--- src/rtl/fifo_uart_packer.sv ---
// fifo_uart_packer: packs a stream of 6-bit FIFO words LSB-first into bytes
// and transmits each byte as a UART 8N1 frame (CLK_DIV clocks per bit).
module fifo_uart_packer #(
   parameter int unsigned CLK_DIV = 4
) (
   input  logic       clk,
   input  logic       reset,
   input  logic       fifo_empty_n,
   input  logic [5:0] fifo_data,
   output logic       fifo_pop,
   input  logic       flush,
   output logic       tx,
   output logic       busy
);

   localparam int unsigned DIV_W = (CLK_DIV > 1) ? $clog2(CLK_DIV) : 1;
   localparam logic [DIV_W-1:0] DIV_LAST = DIV_W'(CLK_DIV - 1);

   typedef enum logic [1:0] {
      IDLE  = 2'd0,
      START = 2'd1,
      DATA  = 2'd2,
      STOP  = 2'd3
   } state_t;

   state_t             state_q, state_d;
   logic [DIV_W-1:0]   div_q, div_d;
   logic [2:0]         idx_q, idx_d;
   logic [7:0]         sh_q, sh_d;
   logic [13:0]        acc_q, acc_d;
   logic [3:0]         cnt_q, cnt_d;
   logic               pop_q;
   logic               tx_q, tx_d;

   logic               load_full;
   logic               load_flush;
   logic [7:0]         flush_mask;
   logic [13:0]        acc_base;
   logic [3:0]         cnt_base;
   logic               div_last;

   // Pop request: room for another word and no pop in the previous cycle
   always_comb begin
      fifo_pop = !reset && fifo_empty_n && (cnt_q < 4'd8) && !pop_q;
   end

   // Accumulator: optional byte extraction, then optional append of the popped word
   always_comb begin
      load_full  = (state_q == IDLE) && (cnt_q >= 4'd8);
      load_flush = (state_q == IDLE) && (cnt_q != 4'd0) && (cnt_q < 4'd8)
                   && flush && !fifo_pop;
      flush_mask = (8'd1 << cnt_q[2:0]) - 8'd1;
      acc_base   = acc_q;
      cnt_base   = cnt_q;
      if (load_full) begin
         acc_base = acc_q >> 8;
         cnt_base = cnt_q - 4'd8;
      end else if (load_flush) begin
         acc_base = '0;
         cnt_base = '0;
      end
      acc_d = acc_base;
      cnt_d = cnt_base;
      if (fifo_pop) begin
         // Appending at the post-extraction count covers a load and a pop in one cycle
         acc_d = acc_base | (14'(fifo_data) << cnt_base);
         cnt_d = cnt_base + 4'd6;
      end
   end

   // Transmit FSM next state, bit-period counter, data index and line level
   always_comb begin
      state_d  = state_q;
      div_d    = div_q;
      idx_d    = idx_q;
      sh_d     = sh_q;
      div_last = (div_q == DIV_LAST);
      case (state_q)
         IDLE: begin
            if (load_full) begin
               sh_d    = acc_q[7:0];
               state_d = START;
               div_d   = '0;
               idx_d   = '0;
            end else if (load_flush) begin
               sh_d    = acc_q[7:0] & flush_mask;
               state_d = START;
               div_d   = '0;
               idx_d   = '0;
            end
         end
         START: begin
            if (div_last) begin
               state_d = DATA;
               div_d   = '0;
               idx_d   = '0;
            end else begin
               div_d = div_q + DIV_W'(1);
            end
         end
         DATA: begin
            if (div_last) begin
               div_d = '0;
               if (idx_q == 3'd7) begin
                  state_d = STOP;
                  idx_d   = '0;
               end else begin
                  idx_d = idx_q + 3'd1;
               end
            end else begin
               div_d = div_q + DIV_W'(1);
            end
         end
         STOP: begin
            if (div_last) begin
               state_d = IDLE;
               div_d   = '0;
               idx_d   = '0;
            end else begin
               div_d = div_q + DIV_W'(1);
            end
         end
         default: begin
            state_d = IDLE;
            div_d   = '0;
            idx_d   = '0;
         end
      endcase
      case (state_d)
         START:   tx_d = 1'b0;
         DATA:    tx_d = sh_d[idx_d];
         default: tx_d = 1'b1;
      endcase
   end

   // State registers; reset aborts any frame and discards buffered bits
   always_ff @(posedge clk or posedge reset) begin
      if (reset) begin
         state_q <= IDLE;
         div_q   <= '0;
         idx_q   <= '0;
         sh_q    <= '0;
         acc_q   <= '0;
         cnt_q   <= '0;
         pop_q   <= 1'b0;
         tx_q    <= 1'b1;
      end else begin
         state_q <= state_d;
         div_q   <= div_d;
         idx_q   <= idx_d;
         sh_q    <= sh_d;
         acc_q   <= acc_d;
         cnt_q   <= cnt_d;
         pop_q   <= fifo_pop;
         tx_q    <= tx_d;
      end
   end

   // Outputs
   always_comb begin
      tx   = tx_q;
      busy = (state_q != IDLE) || (cnt_q >= 4'd8);
   end

endmodule

--- config.mk ---
export PLATFORM = sky130hd
export DESIGN_NAME = fifo_uart_packer
export DESIGN_NICKNAME = d
export VERILOG_FILES = /design/src/rtl/fifo_uart_packer.sv
export SDC_FILE = /design/constraint.sdc
export NUM_CORES = 1
export LEC_CHECK = 0
export BUFFER_PORTS_ARGS = -buffer_cell sky130_fd_sc_hd__buf_2
export CAP_MARGIN = 20
export CORE_ASPECT_RATIO = 1.1
export CORE_MARGIN = 5
export CORE_UTILIZATION = 30
export DETAILED_ROUTE_END_ITERATION = 10
export SKIP_LAST_GASP = 1
export SLEW_MARGIN = 20
export SYNTH_ARGS = -nofsm -noshare
export SYNTH_HDL_FRONTEND = slang
export SYNTH_SLANG_ARGS = --single-unit
--- constraint.sdc ---
create_clock -name clk -period 2 [get_ports clk]
set_clock_uncertainty 0.05 [all_clocks]
set_input_delay 0.3 -clock clk [delete_from_list [all_inputs] [get_ports clk]]
set_output_delay 0.3 -clock clk [all_outputs]
set_load 0.01 [all_outputs]
==> flow_summary.yaml, run 1 <==
synthesis:
  async_flop_share: 1.00
  synth_top_family_by_area: "compound AO/OA/AOI/OAI gates"
  synth-edff-count: 0
  synth.most_common_cell: "dfrtp_1"
  synth-adder-area-share: 0.0247
  synth_top_cell_by_area: "dfrtp_1"
  yosys.area_share.simple: 0.185
  synth_top_area_share: 0.420
  synthXorXnorAreaFrac: 0.00432
  synth.area.mux_share: 0.0667
  synthTopCellsByArea: "dfrtp_1 42%, o21ai_0 5.4%, nand2_1 5.0%"
  synth-seq-cells: 35
  ys_top_cells_by_count: "34 x dfrtp_1, 27 x nand2_1, 22 x o21ai_0"
  synth_compound_area_frac: 0.231
  synth_area_per_cell_sq_um: 9.56
  yosysUniqueCellTypes: 53
  syn_inst: 212
  yosysWarnings: 0
  synth_ff_type: "dfrtp_1"
  seq_area_frac_synth: 0.433
  syn_nets: 226
  netlist_area_sq_um: 2030
power:
  ir_drop_uv: 534
  power_mw: 2.50
  power.leakage_nw: 1.19
  powerDensity_nw_per_um2: 928
outcome:
  status: "finished, violations left"
  violations: "setup timing"
floorplan:
  core_sq_um: 6590
  die_h_microns: 96.2
  io-pin-count: 13
  start_util: 0.307
  die-area_sq_um: 8500
  die_w_microns: 88.4
  rows: 31
placed_design:
  io_buffers: 12
  place_area_sq_um: 2420
  gp_congestion: 0.870
  place_ws_ps: -148
  dp_hpwl_microns: 3910
timing:
  fin_crit_ps: 2080
  slew_violations: 0
  hold_viol: 0
  fmax_mhz: 480
  period_share: 1.04
  tightest_slew_ps: 453
  setup_viol: 8
  rsz0062_at_grt: "yes"
  maxSlewHeadroom: 0.698
  finalWorstSetupSlack_ps: -84.6
setup_path:
  critPathLaunch: "pop_q$_DFF_PP0_"
  worstPathArrival_ps: 2270
  critPathCaptureType: "flip-flop"
  critPathRequiredTime_ps: 2190
  timing.setup.critical_path_class: "flip-flop to flip-flop"
  crit_slowest_cell: "or4b_4"
  slowest_delay_ps: 600
  reg2reg_from: "pop_q$_DFF_PP0_"
  crit_chain: "or4b_4, inv_8, o21ai_4, buf_12, mux2i_4, mux2_4, a21oi_2, a21o_1"
  crit_path_start_kind: "flip-flop"
  cp_max_fo: 7
cts:
  worstSkewPairLatency_ps: 290
  cts.sink_count: 35
  cts_root_buf: "clkbuf_8"
  cts_buffers: 5
  cts_tree: "yes"
  htreeDepth: 2
  clock_tree.buffer_depth: 2
  path_clk_slew_ps: 80
layout:
  diodes: 0
  utilization: 0.408
  areaGrowthSynthToFinish_pct: 32.9
  final_area_sq_um: 2690
  drive_above_1_share: 0.367
  finalNetCount: 272
routing:
  wire_per_inst_microns: 15.2
  first_pass_iters: 4
  drc_errors: 0
  num_vias: 1734
  routed_wl_microns: 5170
  viasPerCell: 5.09
  ant_nets: 0
  drt-initial-drc-count: 86
global_route:
  grt_remaining_overflow: 0
  antenna_found_initial: 0
  grt_max_degree: 36
  gr-usage-all-layers: 0.135
  grt_pass1_wl_microns: 8800
  grt_pass1_vias: 1825
hold_path:
  hold_path.class: "input port to asynchronous set/reset pin"
run:
  cap_violations: 0
layer usage:
metal / share of wire / up-vias / track usage
met3: 0.045 / 8 / 0.0325
met4: 0.013 / 0 / 0.0453
met1: 0.46 / 813 / 0.170
met5: 0 / - / 0
met2: 0.48 / 43 / 0.226
li1: - / 870 / -
layout make-up:
type                       instances  area [sq um]
multi-input combinational        157          1150
fill                             661          3900
tap                               82           103
timing repair buffer              52           392
sequential                        35           877
clock inverter                     2          60.1
clock buffer                       6          72.6
inverter                           7          36.3
through the flow:
stage,hold slack (ps),std cells,setup TNS (ps)
2_1_floorplan,391,212,-35.6
3_5_place_dp,426,330,-625
4_1_cts,196,341,-300
5_1_grt,229,341,-952
6_report,184,341,-336
3_3_place_gp,420,330,-329
cells in the final DEF (no fill, tap or decap), types with 6 or more instances in the layout:
master	instances
buf_4	38
dfrtp_1	34
nand2_1	25
nand3_1	11
o21ai_0	11
buf_2	11
nor2_1	9
o21ai_1	7
a21oi_1	6
a22oi_1	6
registers in the layout (all words and copies together) (netlist names):
signal	cells
acc_q	14
cnt_q	4
div_q	2
idx_q	3
pop_q	1
sh_q	8
state_q	2
tx	1
power by group:
part           switching, mW  leakage, nW  total [mW]  internal [mW]
logic                  0.415        0.699       0.790          0.376
registers              0.106        0.430       0.942          0.836
clock network          0.266       0.0654       0.765          0.499
what timing repair did:
item	4_1_cts	5_1_grt
pin swaps	2	9
setup buffers	3	2
hold endpoints to repair	0	0
hold buffers	0	0
gates resized for setup	6	21
setup endpoints to repair	13	14
cells by family after synthesis:
group           count (synthesis)
fa+ha+maj                       4
buf+inv                        20
xor+xnor                        1
compound gates                 67
mux                            12
flops                          35
simple gates                   73
worst max-delay path: cells and delay by family (launching register included):
| kind | cells | cell delay (ps) |
|---|---|---|
| buf+inv | 2 | 250 |
| flops | 1 | 390 |
| mux | 2 | 450 |
| simple gates | 1 | 600 |
| compound gates | 3 | 270 |
worst paths after layout:
| check | cells after the start | slack (ps) | to |
|---|---|---|---|
| max | 8 | -80 | acc_q[6]$_DFF_PP0_ |
| min reg2reg | 2 | 440 | acc_q[9]$_DFF_PP0_ |
| max in group asynchronous | 4 | 1350 | tx$_DFF_PP1_ |
| min in group clk | 3 | 310 | acc_q[12]$_DFF_PP0_ |
| max reg2reg | 8 | -80 | acc_q[6]$_DFF_PP0_ |
| min | 4 | 180 | pop_q$_DFF_PP0_ |
Note: power is estimated with default switching activity, not from simulation.
==> inputs of run 2 (changes only) <==
Settings changed: ABC_AREA set to 1, CORE_UTILIZATION 30 to 54, PLACE_DENSITY set to 0.75.
==> run 2 against run 1 <==
  * The flow now finishes without violations
  * Total power down 16%
  * Non-clock buffer count down 29
  * Sequential cell count unchanged
  * Worst setup slack better by 180 ps
  * Combinational power down 25%
  * Core utilization up 23 points
  * Synthesized cell count up 17%
  * Global-route usage up 5.5 points
  * Clock power down 19%
  * Wire length down 19%
  * Register-to-register slack better by 180 ps
  * Critical endpoint is now tx$_DFF_PP1_
  * Largest cell class unchanged
==> flow_summary.yaml, run 2 <==
routing:
  wire_per_inst_microns: 12.8
  drt-initial-drc-count: 90
  viasPerCell: 5.19
  first_pass_iters: 4
  num_vias: 1692
  drc_errors: 0
  routed_wl_microns: 4180
  ant_nets: 0
layout:
  areaGrowthSynthToFinish_pct: 14.7
  layout_common_cells: "75 x nand2_1, 39 x inv_1, 34 x dfrtp_1"
  final_cells: 326
  diodes: 0
  final_common_cell: "nand2_1"
  largest_reg_flops: 14
  regMostFlops: "acc_q"
  finalNetCount: 290
  drive_above_1_share: 0.185
  largestRegisters: "acc_q (14), sh_q (8), cnt_q (4)"
power:
  powerDensity_nw_per_um2: 915
  p_seq_frac: 0.424
  ir_drop_uv: 832
  switchingPower_mw: 0.701
  switching_share: 0.334
  p_int_mw: 1.39
  power.leakage_nw: 1.19
  power_frac_clock: 0.294
  pwr-share-comb: 0.282
timing:
  tightest_slew_ps: 436
  tns_ps: 0
  slew_violations: 0
  maxSlewHeadroom: 0.709
  hold_slack_ps: 69.5
  rsz0062_at_grt: "yes"
  fin_crit_ps: 1900
  fmax_mhz: 526
  hold_viol: 0
  finalWorstSetupSlack_ps: 99.3
  setup_viol: 0
  period_share: 0.950
synthesis:
  synth_top_area_share: 0.426
  seq_area_frac_synth: 0.439
  synth_top_cell_by_area: "dfrtp_1"
  synth_area_per_cell_sq_um: 8.05
  synth_ff_type: "dfrtp_1"
  syn_inst: 248
  synth.most_common_cell: "nand2_1"
  yosysWarnings: 0
  async_flop_share: 1.00
  synth-edff-count: 0
  syn_nets: 262
  netlist_area_sq_um: 2000
  ys_top_cells_by_count: "75 x nand2_1, 39 x inv_1, 34 x dfrtp_1"
  synthTopCellsByArea: "dfrtp_1 43%, nand2_1 14%, inv_1 7.3%"
  yosysUniqueCellTypes: 37
  synth-seq-cells: 35
global_route:
  grt_max_degree: 36
  grt_pass1_vias: 1594
  grt_pass1_wl_microns: 7020
  grt_remaining_overflow: 0
  gr-usage-all-layers: 0.190
  antenna_found_initial: 0
floorplan:
  die_w_microns: 68.0
  rows: 23
  core_sq_um: 3600
  die-area_sq_um: 5020
  io-pin-count: 13
  die_h_microns: 73.8
  start_util: 0.555
setup_path:
  critPathRequiredTime_ps: 2180
  worst_path_most_repeated_cell: "nand2_1"
  crit_chain: "nor2_4, nand2_4, nor2_8, nand3_4, nand2_8, inv_2, nand2_1, nand3_2, nand3_1, nand2_1, nand2_1, nand2_1, nand2_1, nand2_1"
  slowest_delay_ps: 440
  timing.setup.critical_path_class: "flip-flop to flip-flop"
  critPathCaptureType: "flip-flop"
  crit_buf_inv: 1
  crit_slowest_cell: "dfrtp_1"
  worstPathArrival_ps: 2080
  crit_path_start_kind: "flip-flop"
  cp_max_fo: 13
  crit_family: "simple AND/OR/NAND/NOR gates"
placed_design:
  io_buffers: 12
  place_ws_ps: 40.7
  dp.cells: 311
  gp_congestion: 0.897
  dp_hpwl_microns: 3140
cts:
  cts_root_buf: "clkbuf_8"
  cts.sink_count: 35
  hold_buffers: 0
  cts_tree: "yes"
  worstSkewPairLatency_ps: 290
  htreeDepth: 2
  clock_tree.buffer_depth: 2
  path_clk_slew_ps: 70
  cts_buffers: 5
hold_path:
  hold_path.class: "input port to asynchronous set/reset pin"
outcome:
  status: "finished clean"
run:
  cap_violations: 0
==> run 2: cell types whose count changed in the layout (fill, tap and decap cells not counted), moves of 4 or more <==
cell / change
o22ai_1: +4
buf_4: -27
a22o_1: -4
nand2_1: +50
nand3_1: +4
inv_1: +34
mux2_4: -5
o21ai_2: -4
nor2_1: +4
mux2i_1: -4
==> run 2: worst reg2reg max path: cells and delay by family, from the launching register on <==
family / cells / cell delay (ps)
simple gates: 13 / 1240
flops: 1 / 440
buf+inv: 1 / 110
==> run 2: cell type report <==
cell class / count / area, sq um
clock buffers: 6 / 72.6
clock inverters: 1 / 30.0
fillers: 321 / 1310
inverters: 44 / 170
multi-input cells: 167 / 935
flip-flops and latches: 35 / 877
well taps: 50 / 62.6
repair buffers: 23 / 143
==> run 2: timing repair <==
item                                    4_1_cts  5_1_grt
endpoints found under the setup margin        0        7
buffers inserted                              0        8
resized for setup                             0        5
==> run 2: metal layers <==
metal	vias up	global-route usage	wire length (microns)
li1	858	-	-
met1	796	0.232	1790
met2	26	0.306	2110
met3	12	0.0459	145
met4	0	0.0993	134
met5	-	0	0
==> run 2: worst paths after layout <==
check | slack (ps) | start | cells past startpoint | to
worst min register to register | 420 | sh_q[4]$_DFF_PP0_ | 2 | sh_q[4]$_DFF_PP0_
worst min-delay path | 70 | reset | 3 | sh_q[7]$_DFF_PP0_
max in group asynchronous | 1500 | reset | 3 | tx$_DFF_PP1_
min in group clk | 250 | fifo_empty_n | 3 | pop_q$_DFF_PP0_
worst max register to register | 100 | state_q[0]$_DFF_PP0_ | 14 | tx$_DFF_PP1_
worst max-delay path | 100 | state_q[0]$_DFF_PP0_ | 14 | tx$_DFF_PP1_
==> run 2: logic make-up (layout without fill, tap and decap cells) <==
logic type / after synthesis / after routing / synth area share
XOR/XNOR: 1 / 1 / 0.00439
buffers and inverters: 46 / 74 / 0.0996
adder cells (fa/ha/maj): 4 / 4 / 0.0251
AND/OR/NAND/NOR: 119 / 119 / 0.292
multiplexers: 1 / 1 / 0.00501
flip-flops: 35 / 35 / 0.439
AO/OA/AOI/OAI: 42 / 42 / 0.135
==> run 2: power groups by stage <==
stage	Combinational [mW]	Sequential [mW]	Clock, mW
3_5_place_dp	0.579	0.899	0
2_1_floorplan	0.419	0.891	0
4_1_cts	0.581	0.886	0.625
6_report	0.591	0.889	0.616
5_1_grt	0.679	0.898	0.647
3_3_place_gp	0.579	0.896	0
==> run 2: stage by stage <==
| step | power (mW) | area [sq um] | utilization |
|---|---|---|---|
| 3_3_place_gp | 1.47 | 2110 | 0.587 |
| 5_1_grt | 2.22 | 2290 | 0.637 |
| 4_1_cts | 2.09 | 2210 | 0.615 |
| 3_5_place_dp | 1.48 | 2110 | 0.587 |
| 6_report | 2.10 | 2290 | 0.637 |
| 2_1_floorplan | 1.31 | 2000 | - |
==> inputs of run 3 (changes only) <==
Settings changed: PLACE_DENSITY 0.75 to 0.72, REMOVE_ABC_BUFFERS set to 1, SKIP_LAST_GASP 1 to unset.
Clock period 2 ns to 1.75 ns, I/O delays scaled along.
==> run 3 against run 2 <==
  * The run now ends with setup timing left
  * Critical path depth is 3 lower
  * Largest cell class unchanged
  * Global-route usage is 1.9 points higher
  * Clock power is 22% higher
==> flow_summary.yaml, run 3 (same netlist as run 2, synthesis figures left out) <==
global_route:
  grt_pass1_wl_microns: 7800
  grt_remaining_overflow: 0
  gr-usage-all-layers: 0.209
  antenna_found_initial: 0
  grt_max_degree: 36
  grt_pass1_vias: 1778
power:
  powerDensity_nw_per_um2: 1010
  power_mw: 2.56
  power.leakage_nw: 1.32
  ir_drop_uv: 1000
layout:
  final_area_sq_um: 2540
  largestRegisters: "acc_q (14), sh_q (8), cnt_q (4)"
  largest_reg_flops: 14
  areaGrowthSynthToFinish_pct: 27.4
  regMostFlops: "acc_q"
  drive_above_1_share: 0.316
  n_fill_cell: 291
  finalNetCount: 314
  layout_common_cells: "67 x nand2_1, 39 x inv_1, 34 x dfrtp_1"
  diodes: 0
  final_common_cell: "nand2_1"
  utilization: 0.707
floorplan:
  start_util: 0.555
  die-area_sq_um: 5020
  rows: 23
  die_w_microns: 68.0
  core_sq_um: 3600
  io-pin-count: 13
  die_h_microns: 73.8
routing:
  drc_errors: 0
  viasPerCell: 5.05
  ant_nets: 0
  wire_per_inst_microns: 12.7
  num_vias: 1771
  routed_wl_microns: 4470
  drt-initial-drc-count: 77
  first_pass_iters: 4
cts:
  cts_buffers: 5
  cts_tree: "yes"
  cts.sink_count: 35
  worstSkewPairLatency_ps: 280
  htreeDepth: 2
  hold_buffers: 0
  path_clk_slew_ps: 70
  clock_tree.buffer_depth: 2
  cts_root_buf: "clkbuf_8"
setup_path:
  crit_buf_inv: 1
  reg2reg_from: "state_q[1]$_DFF_PP0_"
  slowest_delay_ps: 410
  worst_path_most_repeated_cell: "nand2_1"
  cp_max_fo: 8
  crit_slowest_cell: "dfrtp_1"
  critPathLaunch: "state_q[1]$_DFF_PP0_"
  worstPathArrival_ps: 1920
  crit_path_start_kind: "flip-flop"
  r2r_end: "acc_q[4]$_DFF_PP0_"
  crit_chain: "nor2_4, nand2_4, nor2_8, nand3_4, nand2_8, inv_4, nand2_1, nand2_2, o21ai_2, nand2_1, a31o_1"
  critPathRequiredTime_ps: 1870
  reg2reg_slack_ps: -50
  reg2regPathDepth: 11
  crit_family: "simple AND/OR/NAND/NOR gates"
  timing.setup.critical_path_class: "flip-flop to flip-flop"
  critPathCaptureType: "flip-flop"
timing:
  finalWorstSetupSlack_ps: -48.0
  fmax_mhz: 556
  tightest_slew_ps: 443
  setup_viol: 8
  fin_crit_ps: 1800
  hold_viol: 0
  hold_slack_ps: 54.7
  maxSlewHeadroom: 0.705
  slew_violations: 0
  period_share: 1.03
  rsz0062_at_grt: "yes"
run:
  cap_violations: 0
placed_design:
  place_ws_ps: -80.1
  dp_hpwl_microns: 3320
  io_buffers: 12
  place_area_sq_um: 2310
  gp_congestion: 0.879
hold_path:
  hold_path.class: "input port to asynchronous set/reset pin"
outcome:
  status: "finished, violations left"
  violations: "setup timing"
[run 3: changes by cell type in the layout (fill, tap and decap cells not counted), sizes merged]
cell | previous run | this run
nand2 | 80 | 81
clkinv | 0 | 1
buf | 23 | 46
[run 3: how the worst max path moves through the flow]
| stage | to | cells after the start |
|---|---|---|
| floorplan | acc_q[4]$_DFF_PP0_ | 11 |
| CTS | acc_q[8]$_DFF_PP0_ | 12 |
| global placement | acc_q[4]$_DFF_PP0_ | 11 |
| detailed placement | acc_q[4]$_DFF_PP0_ | 11 |
| finish | acc_q[4]$_DFF_PP0_ | 11 |
| global route | tx$_DFF_PP1_ | 14 |
[run 3: final cells by class]
class | count | area (sq um) | area share
Clock buffer | 6 | 82.6 | 0.0324
Clock inverter | 2 | 35.0 | 0.0138
Inverter | 44 | 170 | 0.0669
Multi-Input combinational cell | 168 | 998 | 0.392
Sequential cell | 35 | 877 | 0.345
Tap cell | 50 | 62.6 | 0.0246
Timing Repair Buffer | 46 | 319 | 0.125
[run 3: timing repair]
action / 4_1_cts / 5_1_grt
endpoints found under the setup margin: 8 / 13
endpoints found under the hold margin: 0 / 0
gates cloned: 0 / 1
resized for setup: 9 / 19
pin swaps: 6 / 9
buffers inserted: 3 / 1
[run 3: worst min-delay path, cell delays in order]
cell   delay (ps)
buf_2         100
inv_1          60
buf_4         390
[run 3: through the flow]
| stage | cells | TNS, ps |
|---|---|---|
| after floorplan | 246 | 0 |
| after global placement | 338 | -58.2 |
| after detailed placement | 338 | -186 |
| after CTS | 349 | -113 |
| after global routing | 351 | -1690 |
| final | 351 | -228 |
[run 3: metal layers]
layer	routed length (microns)	up-vias	track usage
met2	2290	28	0.365
met5	0	-	0
li1	-	908	-
met1	1940	827	0.244
met3	140	8	0.0535
met4	93	0	0.0728
[run 3: power breakdown]
part           internal [mW]  leakage (nW)  switching [mW]  total [mW]
Sequential             0.939         0.409          0.0676        1.01
Clock                  0.461        0.0612           0.288       0.749
Combinational          0.329         0.849           0.477       0.806
